[src/rtl/alu_datapath_pkg.sv]
// Shared definitions for the ALU datapath slice.
// Holds the default datapath width and the 3-bit ALU operation codes.
// Operation codes with bit 2 set invert operand B before it enters the
// adder and logic units. The adder carry-in is also tied to bit 2.
package alu_datapath_pkg;

    localparam int DEFAULT_WIDTH = 32;

    typedef enum logic [2:0] {
        ALU_AND     = 3'b000,
        ALU_OR      = 3'b001,
        ALU_ADD     = 3'b010,
        ALU_ADD_RSV = 3'b011,  // reserved encoding, behaves as ADD
        ALU_ANDN    = 3'b100,
        ALU_ORN     = 3'b101,
        ALU_SUB     = 3'b110,
        ALU_SLT     = 3'b111
    } alu_op_e;

endpackage

[src/rtl/alu_datapath_if.sv]
// Bundle of the ALU datapath operand, control and result signals.
//   srca, regb, imm  : operand A, register operand B, immediate operand B
//   alusrc           : 0 selects regb, 1 selects imm as operand B
//   aluctrl          : operation code (alu_op_e encoding)
//   result/cout/zero : combinational ALU outputs
//   result_q/zero_q  : result and zero registered on clk
// Modports:
//   master : the side that supplies operands and observes the results.
//   slave  : the datapath itself.
// There is no handshake. Inputs are sampled continuously, so result,
// cout and zero follow them with no delay. The registered outputs
// capture result and zero on every rising clock edge.
interface alu_datapath_if
    import alu_datapath_pkg::*;
#(
    parameter int WIDTH = DEFAULT_WIDTH
);
    logic [WIDTH-1:0] srca;
    logic [WIDTH-1:0] regb;
    logic [WIDTH-1:0] imm;
    logic             alusrc;
    logic [2:0]       aluctrl;
    logic [WIDTH-1:0] result;
    logic             cout;
    logic             zero;
    logic [WIDTH-1:0] result_q;
    logic             zero_q;

    modport master (
        output srca, regb, imm, alusrc, aluctrl,
        input  result, cout, zero, result_q, zero_q
    );

    modport slave (
        input  srca, regb, imm, alusrc, aluctrl,
        output result, cout, zero, result_q, zero_q
    );
endinterface

[src/rtl/alu_datapath_alu.sv]
// Combinational ALU.
//   a, b   : operands (WIDTH bits)
//   ctrl   : operation code (alu_op_e encoding)
//   result : operation result
//   cout   : adder carry out of bit WIDTH-1, driven for every opcode
//   zero   : 1 when result is all zeros
module alu
    import alu_datapath_pkg::*;
#(
    parameter int WIDTH = DEFAULT_WIDTH
) (
    input  logic [WIDTH-1:0] a,
    input  logic [WIDTH-1:0] b,
    input  logic [2:0]       ctrl,
    output logic [WIDTH-1:0] result,
    output logic             cout,
    output logic             zero
);
    logic [WIDTH-1:0] w_b_eff;
    logic [WIDTH-1:0] w_sum;
    logic             w_ovf;
    logic             w_slt;

    // When bit 2 is set, operand B is inverted and a carry-in of one is
    // added. This gives the two's-complement subtract a + ~b + 1.
    assign w_b_eff       = ctrl[2] ? ~b : b;
    assign {cout, w_sum} = {1'b0, a} + {1'b0, w_b_eff} + {{WIDTH{1'b0}}, ctrl[2]};

    // Signed overflow occurs when both adder inputs have the same sign and
    // the sum has the other sign. XOR-ing overflow with the sum sign gives
    // the correct signed less-than even when a - b wraps.
    assign w_ovf = (a[WIDTH-1] == w_b_eff[WIDTH-1]) && (w_sum[WIDTH-1] != a[WIDTH-1]);
    assign w_slt = w_sum[WIDTH-1] ^ w_ovf;

    always_comb begin
        result = '0;
        case (ctrl)
            ALU_AND,
            ALU_ANDN:    result = a & w_b_eff;
            ALU_OR,
            ALU_ORN:     result = a | w_b_eff;
            ALU_ADD,
            ALU_ADD_RSV,
            ALU_SUB:     result = w_sum;
            ALU_SLT:     result = {{(WIDTH-1){1'b0}}, w_slt};
            default:     result = '0;
        endcase
    end

    assign zero = ~|result;
endmodule

[src/rtl/alu_datapath_flopr.sv]
// D flip-flop register with an asynchronous, active-high reset.
//   clk   : rising-edge clock
//   reset : asynchronous reset; q holds RESET_VALUE while reset is high
//   d     : next value
//   q     : registered value
module flopr #(
    parameter int               WIDTH       = 32,
    parameter logic [WIDTH-1:0] RESET_VALUE = '0
) (
    input  logic             clk,
    input  logic             reset,
    input  logic [WIDTH-1:0] d,
    output logic [WIDTH-1:0] q
);
    always_ff @(posedge clk or posedge reset) begin
        if (reset) q <= RESET_VALUE;
        else       q <= d;
    end
endmodule

[src/rtl/alu_datapath_mux2.sv]
// Generic 2:1 multiplexer.
//   d0, d1 : data inputs (WIDTH bits)
//   s      : select, 0 picks d0 and 1 picks d1
//   y      : selected data
module mux2 #(
    parameter int WIDTH = 32
) (
    input  logic [WIDTH-1:0] d0,
    input  logic [WIDTH-1:0] d1,
    input  logic             s,
    output logic [WIDTH-1:0] y
);
    assign y = s ? d1 : d0;
endmodule

[src/rtl/alu_datapath.sv]
// ALU datapath: operand-B mux, combinational ALU and output register.
//   clk   : rising-edge clock for result_q/zero_q
//   reset : asynchronous, active-high reset of the output register only
//   bus   : alu_datapath_if.slave carrying operands, control and results
// result, cout and zero are combinational. result_q and zero_q are those
// values delayed by one clock edge.
module alu_datapath
    import alu_datapath_pkg::*;
#(
    parameter int               WIDTH       = DEFAULT_WIDTH,
    parameter logic [WIDTH-1:0] RESET_VALUE = '0
) (
    input  logic         clk,
    input  logic         reset,
    alu_datapath_if.slave bus
);
    logic [WIDTH-1:0] w_srcb;
    logic [WIDTH-1:0] w_result;
    logic             w_cout;
    logic             w_zero;
    logic [WIDTH:0]   r_q;

    mux2 #(.WIDTH(WIDTH)) u_srcb_mux (
        .d0 (bus.regb),
        .d1 (bus.imm),
        .s  (bus.alusrc),
        .y  (w_srcb)
    );

    alu #(.WIDTH(WIDTH)) u_alu (
        .a      (bus.srca),
        .b      (w_srcb),
        .ctrl   (bus.aluctrl),
        .result (w_result),
        .cout   (w_cout),
        .zero   (w_zero)
    );

    // One register holds both outputs. The zero flag is in the MSB and
    // resets to 0, whatever RESET_VALUE is.
    flopr #(
        .WIDTH       (WIDTH + 1),
        .RESET_VALUE ({1'b0, RESET_VALUE})
    ) u_out_reg (
        .clk   (clk),
        .reset (reset),
        .d     ({w_zero, w_result}),
        .q     (r_q)
    );

    assign bus.result   = w_result;
    assign bus.cout     = w_cout;
    assign bus.zero     = w_zero;
    assign bus.result_q = r_q[WIDTH-1:0];
    assign bus.zero_q   = r_q[WIDTH];
endmodule

[src/flat_wrapper.sv]
// flat-port wrapper written by rule: the top's interface ports become plain ports
module alu_datapath_flat import alu_datapath_pkg::*;
#(
    parameter int               WIDTH       = DEFAULT_WIDTH,
    parameter logic [WIDTH-1:0] RESET_VALUE = '0
)
  (clk, reset, bus_srca, bus_regb, bus_imm, bus_alusrc, bus_aluctrl, bus_result, bus_cout, bus_zero, bus_result_q, bus_zero_q);
  alu_datapath_if #(.WIDTH(WIDTH)) bus_i ();
  input  logic clk;
  input  logic reset;
  input wire logic [$bits(bus_i.srca)-1:0] bus_srca;
  input wire logic [$bits(bus_i.regb)-1:0] bus_regb;
  input wire logic [$bits(bus_i.imm)-1:0] bus_imm;
  input wire logic [$bits(bus_i.alusrc)-1:0] bus_alusrc;
  input wire logic [$bits(bus_i.aluctrl)-1:0] bus_aluctrl;
  output wire logic [$bits(bus_i.result)-1:0] bus_result;
  output wire logic [$bits(bus_i.cout)-1:0] bus_cout;
  output wire logic [$bits(bus_i.zero)-1:0] bus_zero;
  output wire logic [$bits(bus_i.result_q)-1:0] bus_result_q;
  output wire logic [$bits(bus_i.zero_q)-1:0] bus_zero_q;
  assign bus_i.srca = bus_srca;
  assign bus_i.regb = bus_regb;
  assign bus_i.imm = bus_imm;
  assign bus_i.alusrc = bus_alusrc;
  assign bus_i.aluctrl = bus_aluctrl;
  assign bus_result = bus_i.result;
  assign bus_cout = bus_i.cout;
  assign bus_zero = bus_i.zero;
  assign bus_result_q = bus_i.result_q;
  assign bus_zero_q = bus_i.zero_q;
  alu_datapath #(.WIDTH(WIDTH), .RESET_VALUE(RESET_VALUE)) u_core (.clk(clk), .reset(reset), .bus(bus_i));
endmodule
[config.mk]
export PLATFORM = sky130hd
export DESIGN_NAME = alu_datapath_flat
export DESIGN_NICKNAME = d
export VERILOG_FILES = /design/src/rtl/alu_datapath_pkg.sv /design/src/rtl/alu_datapath_if.sv /design/src/rtl/alu_datapath_alu.sv /design/src/rtl/alu_datapath_flopr.sv /design/src/rtl/alu_datapath_mux2.sv /design/src/rtl/alu_datapath.sv /design/src/flat_wrapper.sv
export SDC_FILE = /design/constraint.sdc
export NUM_CORES = 1
export LEC_CHECK = 0
export ABC_AREA = 1
export CORE_UTILIZATION = 35
export CTS_CLUSTER_DIAMETER = 150
export DETAILED_ROUTE_END_ITERATION = 10
export PLACE_DENSITY = 0.65
export SYNTH_ARGS = -nofsm -noshare
export SYNTH_HDL_FRONTEND = slang
export SYNTH_SLANG_ARGS = --single-unit
[constraint.sdc]
create_clock -name clk -period 5.3 [get_ports clk]
set_input_delay 1.59 -clock clk [delete_from_list [all_inputs] [get_ports clk]]
set_output_delay 1.59 -clock clk [all_outputs]
set_load 0.01 [all_outputs]
==> flow_summary.yaml, run 1 <==
routing:
  routedWlPerCell_um: 16.0
  via_per_inst: 5.00
  antenna_left: 0
  drc_errors: 0
  route.vias.total: 7691
  detail_route.iter0.violations: 498
  drt-total-wl_mm: 24.7
  drt_pass1_iterations: 5
critical_path:
  slowest_stage: "ha_4"
  crit_family: "simple AND/OR/NAND/NOR gates"
  crit_type: "in2out"
  cp_data_arrival_time_ps: 4410
  crit_cells: 23
  end_kind: "output port"
  crit_fanout: 7
  max_stage_delay_ps: 220
  worst-path-buf-inv: 8
  crit_chain: "buf_8 -> buf_12 -> buf_8 -> nand2_1 -> nand2_2 -> xor2_2 -> buf_4 -> ha_4 -> buf_6 -> a21oi_4 -> o21bai_4 -> nor2_4 -> buf_6 -> nand2_4 -> buf_6 -> nand2_4 -> nand3_1 -> nand3_2 -> nand4_1 -> nor2_1 -> nand4_1 -> nor2_2 -> buf_2"
  cp_common_cell: "buf_6"
  setup.worst_path.start_class: "input port"
  required_ps: 3710
yosys:
  synth.largest_area_cell: "nand2_1"
  async_flop_share: 1.00
  synth_nets: 1107
  synth_area_um2: 5460
  synth_warnings: 0
  synth.most_common_cell: "nand2_1"
  synthMuxAreaShare: 0
  synthSimpleGateAreaFrac: 0.404
  ys_ff_latch: 33
  synthXorXnorAreaFrac: 0.0529
  yosysTopAreaCellShare: 0.219
  yosys.area_share.adder: 0.150
  synth-compound-area-share: 0.0846
  synth_commonest_cells: "nand2_1 (318), inv_1 (194), nand3_1 (69)"
  synth.area.top_cells: "nand2_1 (22%), dfrtp_1 (15%), ha_1 (15%)"
  synth.avg_cell_area_um2: 5.81
  post_synth_num_cell_types: 36
  seq_area_frac_synth: 0.151
  synth_top_family_by_area: "simple AND/OR/NAND/NOR gates"
  synth-main-ff-cell: "dfrtp_1"
  synth_edf_count: 0
  syn_inst: 940
clock_tree:
  cts_inserted_buffers: 5
  cts_root_buf: "clkbuf_16"
  cts_hold_buf: 0
  cts_buffer_depth: 2
  h-tree-depth: 2
  cts_tree: "done"
  clock_sinks: 33
  path_clk_slew_ps: 50
cells_and_area:
  instances_no_fill: 1538
  top_regs: "u_core.u_out_reg.q: 33 flops"
  antennaDiodeCount: 0
  largest_register_ffs: 33
  area_delta_synth_final_pct: 111
  drive_gt1_frac: 0.516
  fin_nets: 1517
  stdcell_area_um2: 11500
  top_register: "u_core.u_out_reg.q"
power_and_ir_drop:
  leakage_nw: 5.90
  powerDensity_nw_per_um2: 215
  power.total_mw: 2.48
  peakVddDrop_uv: 146
timing:
  finalSetupViolCount: 29
  min_period_over_period: 1.13
  period_needed_ps: 6000
  slew_headroom: 0.676
  worst_pin_slew_ps: 481
  whs_ps: 1700
  rsz0062_at_grt: "yes"
  hold_viol_final: 0
  worst_slack_ps: -699
  drv_slew: 0
  fmax_ghz: 0.167
placed_design:
  place_inst: 1458
  portBuffers: 168
  dp_hpwl_mm: 17.2
  dpl-instance-area_um2: 8730
  gp_congestion: 0.961
floorplan:
  core-area_um2: 15200
  initial_utilization: 0.359
  row_count: 45
  die_h_um: 127
  io_pins: 169
  die_x_um: 127
  die-area_um2: 16100
status:
  violations: "negative setup slack"
  status: "finished, violations left"
grt:
  grt_remaining_overflow: 0
  grt_max_degree: 34
  grt_pass1_wl_mm: 35.2
  antenna_found_initial: 0
  track_usage: 0.277
  grt_pass1_vias: 7079
run:
  maxCapViolCount: 0
hold_path:
  min_path_type: "in2async"
## worst min-delay path: stages
cell and delay (ps):
clkdlybuf4s50_1 390, inv_1 50, buf_4 350
## layout make-up
type / count / area [um^2]
Multi-Input combinational cell: 688 / 5710
Inverter: 200 / 768
Timing Repair Buffer: 421 / 3820
Fill cell: 1112 / 3680
Clock inverter: 1 / 7.51
Sequential cell: 33 / 826
Tap cell: 188 / 235
Timing Repair inverter: 1 / 8.76
Clock buffer: 6 / 139
## path summary, 6_finish.rpt
| check | from | to | slack [ps] |
|---|---|---|---|
| setup / recovery | bus_alusrc | bus_zero | -700 |
| hold / removal | reset | u_core.u_out_reg.q[6] | 1700 |
| max in group asynchronous | reset | u_core.u_out_reg.q[28] | 3310 |
| min in group clk | bus_aluctrl[2] | u_core.u_out_reg.q[0] | 2170 |
## placed cells by master, fill, tap and decap left out, types with 4 or more instances in the layout
cell	n
buf_4	208
nand2_1	181
inv_1	151
nand2_2	107
clkdlybuf4s50_1	100
buf_6	56
nand2_4	48
inv_2	46
nand3_2	35
dfrtp_1	33
nand3_1	29
nor2_1	29
ha_4	29
dlygate4sd2_1	28
nor2_2	26
ha_1	23
nor2_4	18
o22ai_1	18
xor2_2	16
nand4_1	15
a21oi_2	12
o21ai_0	12
ha_2	12
a21oi_4	11
xor2_4	10
nand3_4	8
dlymetal6s2s_1	7
xor2_1	6
a21oi_1	6
buf_2	6
buf_12	6
o21ai_1	5
nor3_2	5
clkbuf_16	5
clkbuf_2	4
## power by group
| part | switching (mW) | total (mW) | internal [mW] |
|---|---|---|---|
| registers | 0.00992 | 0.305 | 0.295 |
| logic | 0.966 | 1.90 | 0.930 |
| clock network | 0.0932 | 0.276 | 0.183 |
| total | 1.07 | 2.48 | 1.41 |
## layer usage
metal | GRT usage | share of wire
met1 | 0.376 | 0.43
met2 | 0.469 | 0.48
met3 | 0.0346 | 0.064
met4 | 0.0623 | 0.030
met5 | 0 | 0
## logic make-up after synthesis
logic type,Yosys count
compound gates,79
xor+xnor,33
fa+ha+maj,65
buf+inv,219
flops,33
simple gates,511
## through the flow
stage          TNS (ps)  setup slack, ps  utilization
4_1_cts           -8810             -614        0.682
3_5_place_dp     -37320            -1650        0.574
3_3_place_gp     -36470            -1600        0.574
5_1_grt          -13280             -883        0.758
2_1_floorplan      -143             -143            -
6_report          -9630             -699        0.758
## what timing repair did
action,CTS,global route
buffers inserted,53,24
resized for setup,395,298
cloned,3,0
pin swaps,152,159
endpoints found under the setup margin,34,34
Power figures use the tool's default switching activity.
==> inputs of run 2 (changes only) <==
Settings changed: SLEW_MARGIN set to 20.
==> results of run 2 <==
Same layout as run 1: the final DEF is identical, and so are final timing and power.
==> inputs of run 3 (changes only) <==
Settings changed: CTS_CLUSTER_DIAMETER 150 to 80.
==> results of run 3 <==
Same layout as run 1: the final DEF is identical, and so are final timing and power.
